==> src/rtl/updown_counter.sv <==
// Up/down counter with modulus, clamped synchronous load and an enable prescaler.
// Build option: define UPDOWN_COUNTER_SAT_EN to saturate at the range ends instead of wrapping.
module updown_counter #(
    parameter int               WIDTH    = 32,
    parameter logic [WIDTH:0]   MODULUS  = '0,
    parameter int               PRESCALE = 1
) (
    input  logic             clk_i,
    input  logic             reset_i,
    input  logic             en_i,
    input  logic             dir_i,
    input  logic             load_i,
    input  logic [WIDTH-1:0] load_val_i,
    output logic [WIDTH-1:0] out_o,
    output logic             step_o,
    output logic             tc_o
);

    // MAX carried with one guard bit so MODULUS = 2^WIDTH still compares correctly
    localparam logic [WIDTH:0]   MAX_G = (MODULUS == '0) ? {1'b0, {WIDTH{1'b1}}}
                                                         : MODULUS - (WIDTH+1)'(1);
    localparam logic [WIDTH-1:0] MAX   = MAX_G[WIDTH-1:0];
    localparam int               PW    = (PRESCALE > 1) ? $clog2(PRESCALE) : 1;
    localparam logic [PW-1:0]    PRE_LAST = PW'(PRESCALE - 1);

    logic [WIDTH-1:0] r_out;
    logic [PW-1:0]    r_pre;
    logic             r_step;
    logic             r_tc;

    logic             w_pre_last;
    logic             w_step;
    logic             w_bound;
    logic [WIDTH-1:0] w_next;
    logic [WIDTH-1:0] w_load_val;

    assign w_pre_last = (r_pre == PRE_LAST);
    assign w_step     = en_i && w_pre_last;
    assign w_bound    = dir_i ? (r_out == MAX) : (r_out == '0);
    assign w_load_val = ({1'b0, load_val_i} > MAX_G) ? MAX : load_val_i;

    always_comb begin
        w_next = dir_i ? (r_out + WIDTH'(1)) : (r_out - WIDTH'(1));
        if (w_bound) begin
`ifdef UPDOWN_COUNTER_SAT_EN
            w_next = r_out;
`else
            w_next = dir_i ? '0 : MAX;
`endif
        end
    end

    always_ff @(posedge clk_i) begin
        if (reset_i) begin
            r_out  <= '0;
            r_pre  <= '0;
            r_step <= 1'b0;
            r_tc   <= 1'b0;
        end else if (load_i) begin
            r_out  <= w_load_val;
            r_pre  <= '0;
            r_step <= 1'b0;
            r_tc   <= 1'b0;
        end else begin
            r_step <= w_step;
            r_tc   <= w_step && w_bound;
            if (en_i) begin
                r_pre <= w_pre_last ? '0 : r_pre + PW'(1);
            end
            if (w_step) begin
                r_out <= w_next;
            end
        end
    end

    assign out_o  = r_out;
    assign step_o = r_step;
    assign tc_o   = r_tc;

endmodule
==> config.mk <==
export PLATFORM = sky130hd
export DESIGN_NAME = updown_counter
export DESIGN_NICKNAME = d
export VERILOG_FILES = /design/src/rtl/updown_counter.sv
export SDC_FILE = /design/constraint.sdc
export NUM_CORES = 1
export LEC_CHECK = 0
export BUFFER_PORTS_ARGS = -buffer_cell sky130_fd_sc_hd__clkbuf_2
export CAP_MARGIN = 10
export CORE_MARGIN = 5
export CORE_UTILIZATION = 40
export CTS_BUF_LIST = sky130_fd_sc_hd__clkbuf_16
export CTS_CLUSTER_SIZE = 14
export DETAILED_ROUTE_END_ITERATION = 12
export HOLD_SLACK_MARGIN = 0.1
export PLACE_DENSITY_LB_ADDON = 0.12
export SETUP_SLACK_MARGIN = 0.5
export SYNTH_ARGS = -nofsm -noshare
export SYNTH_HDL_FRONTEND = slang
export SYNTH_SLANG_ARGS = --single-unit
==> constraint.sdc <==
create_clock -name clk_i -period 3.8 [get_ports clk_i]
set_input_delay 0.57 -clock clk_i [delete_from_list [all_inputs] [get_ports clk_i]]
set_output_delay 0.57 -clock clk_i [all_outputs]
set_load 0.05 [all_outputs]
==> flow_summary_export.csv <==
group,metric,value,unit
run_status,status,"completed",
die,start_util,41.1,%
timing,slew_violations,0,
synthesis,synth_area_leader_cell,"dfxtp_1",
place,place_inst,634,
synthesis,netlist_area,0.00339,sq mm
die,fp-row-count,33,
synthesis,yosysSeqAreaShare,20.1,%
clock_network,cts_sinks,34,
die,die_y,102,um
synthesis,synth_cell_types,54,
power_and_ir_drop,ir_drop,0.179,mV
power_and_ir_drop,p_leak,1.85,nW
clock_network,cts_buffers,5,
clock_network,insertion_delay,0.28,ns
worst_setup_path,worstPathMaxFanout,13,
detailed_routing,drtIter0Drc,122,
power_and_ir_drop,power_density,382,mW/mm^2
timing,period_share,80.5,%
detailed_routing,wl_per_cell,16.1,um
worst_setup_path,cp-startpoint,"dir_i",
grt,grt_pass1_wl,17.3,mm
timing,rsz0062_at_grt,"no",
layout,area_delta_synth_final,17.2,%
layout,fin_cells,644,
timing,period_needed,3.06,ns
timing,hold_violations,0,
detailed_routing,ant_nets,0,
layout,diodes,0,
timing,setup_slack,0.739,ns
clock_network,htreeDepth,2,
die,dieArea,0.0104,sq mm
synthesis,yosysTopAreaCellShare,20.1,%
clock_network,cts_tree,"built",
worst_setup_path,critPathKind,"in2reg",
synthesis,synth_edf_count,0,
layout,layout-drive-gt1-share,18.9,%
timing,finalSetupTns,0,ns
layout,fin_nets,608,
timing,setup-violations-final,0,
worst_setup_path,crit_required,3.93,ns
place,place_ws,0.338,ns
grt,antenna_found_initial,0,
place,gp_congestion,0.952,
place,hpwl,7.94,mm
detailed_routing,vias,3574,
place,place.port_buffers,70,
layout,final_area,0.00398,sq mm
grt,grt_max_degree,66,
timing,tightest_slew,0.891,ns
clock_network,cts.clk_slew.worst_paths,0.05,ns
worst_hold_path,hold_class,"in2reg",
synthesis,async_reset_ff_share,0,%
synthesis,avgSynthCellArea,7.05,sq um
die,die_w,102,um
timing,skew,0.00608,ns
grt,grt_pass1_vias,3498,
timing,whs,0.526,ns
timing,slew_headroom,40.4,%
clock_network,ctsHoldBuffers,0,
grt,grt_usage,20.6,%
detailed_routing,drtPass1Iterations,4,
place,dpl_cell_area,0.00381,sq mm
worst_hold_path,holdCritStartpoint,"load_val_i[0]",
worst_setup_path,endpoint_kind,"register",
synthesis,synthCells,481,
synthesis,synthTopCellsByArea,"dfxtp_1, a21oi_1, ha_1",
layout,n_fill_cell,884,
synthesis,yosys_warnings,0,
worst_setup_path,r2r-start,"out_o[0]",
detailed_routing,viasPerCell,5.55,
synthesis,post-synth-top-count-cell,"nor2_1",
clock_network,clockBufferDepth,2,
synthesis,synth_nets,549,
layout,final_util,48.2,%
synthesis,synthFlopType,"dfxtp_1",
die,core_area,0.00826,sq mm
run,drv_cap,0,
clock_network,clk_root_buffer_cell,"clkbuf_16",
worst_setup_path,start_kind,"primary input",
synthesis,ys_top_cells_by_count,"nor2_1, a21oi_1, dfxtp_1",
die,io_pins,71,
power_and_ir_drop,power,1.52,mW
synthesis,ys_ff_latch,34,
worst_setup_path,cp.arrival,3.19,ns
timing,max_freq,327,MHz
detailed_routing,drt_wl_total,10.4,mm
detailed_routing,drc,0,
grt,grt_overflow,0,
==> power by group <==
group          total, mW  switching (mW)  leakage, nW  internal, mW
Combinational      0.695           0.438         1.51         0.257
Sequential         0.443          0.0521        0.282         0.391
Clock              0.381           0.148       0.0632         0.233
Total               1.52           0.638         1.85         0.881
==> cell type report <==
class                      count  area [sq um]  area share [%]
clock buffer                   5           125            3.15
clock inverter                 1          3.75          0.0944
inverter                      10          41.3            1.04
multi-input combinational    409          2570            64.6
sequential                    34           681            17.1
tap                          105           131            3.30
timing repair buffer          80           425            10.7
==> state kept, by name, summed over array words and instances (netlist names) <==
register / flops
tc_o: 1
step_o: 1
out_o: 32
==> repair_timing <==
| item | in CTS | in global routing |
|---|---|---|
| endpoints found under the setup margin | 0 | 6 |
| resized for setup | 0 | 1 |
| buffers inserted | 0 | 4 |
==> worst paths after layout <==
kind | endpoint | slack, ns | cells past startpoint
min | out_o[0] | 0.53 | 3
max reg2reg | out_o[30] | 0.90 | 11
max | out_o[28] | 0.74 | 13
min reg2reg | out_o[8] | 0.72 | 4
==> cell usage in the layout (no fill, tap or decap), types with 3 or more instances in the layout <==
cell       count
nor3_1        28
buf_4         10
nor3_2         4
dfxtp_1       34
nor4_1        10
and3_1         6
ha_1          30
o21a_1         3
nand2_1       26
a21oi_1       79
a31oi_1       10
nand2b_1       3
o21ai_0        6
xnor2_1       20
nand4_1       17
a21o_1        18
inv_1          9
nand3_1        7
o21ai_1        6
nor2_1        82
a211oi_1       4
xor2_1         8
mux2i_1        3
nand3b_1       4
clkbuf_2      70
clkbuf_16      5
==> worst max-delay path, stage by stage <==
cell and delay, ns:
clkbuf_2 0.17, clkinvlp_4 0.27, buf_4 0.25, ha_1 0.41
a21o_1 0.24, a21o_1 0.18, a21oi_1 0.23, nor3_1 0.07
a31oi_1 0.22, a32oi_1 0.15, xor2_1 0.16, a21oi_1 0.19
nor3_2 0.05
==> per-layer routing <==
layer / share of wire [%] / GRT usage (%) / vias up
met1: 46 / 28.3 / 1605
met5: 0 / 0 / -
met2: 48 / 34.6 / 86
met3: 4.6 / 2.25 / 9
li1: - / - / 1874
met4: 1.0 / 4.94 / 0
==> logic make-up (layout without fill, tap and decap cells) <==
kind of cell | Yosys count | in the layout | synth area share [%]
AND/OR/NAND/NOR | 199 | 199 | 28.7
AO/OA/AOI/OAI | 148 | 148 | 27.2
buffers and inverters | 38 | 96 | 4.20
flip-flops | 34 | 34 | 20.1
adder cells (fa/ha/maj) | 31 | 31 | 11.7
XOR/XNOR | 28 | 28 | 7.23
multiplexers | 3 | 3 | 0.885
No activity file was read; power rests on OpenSTA's default activity.
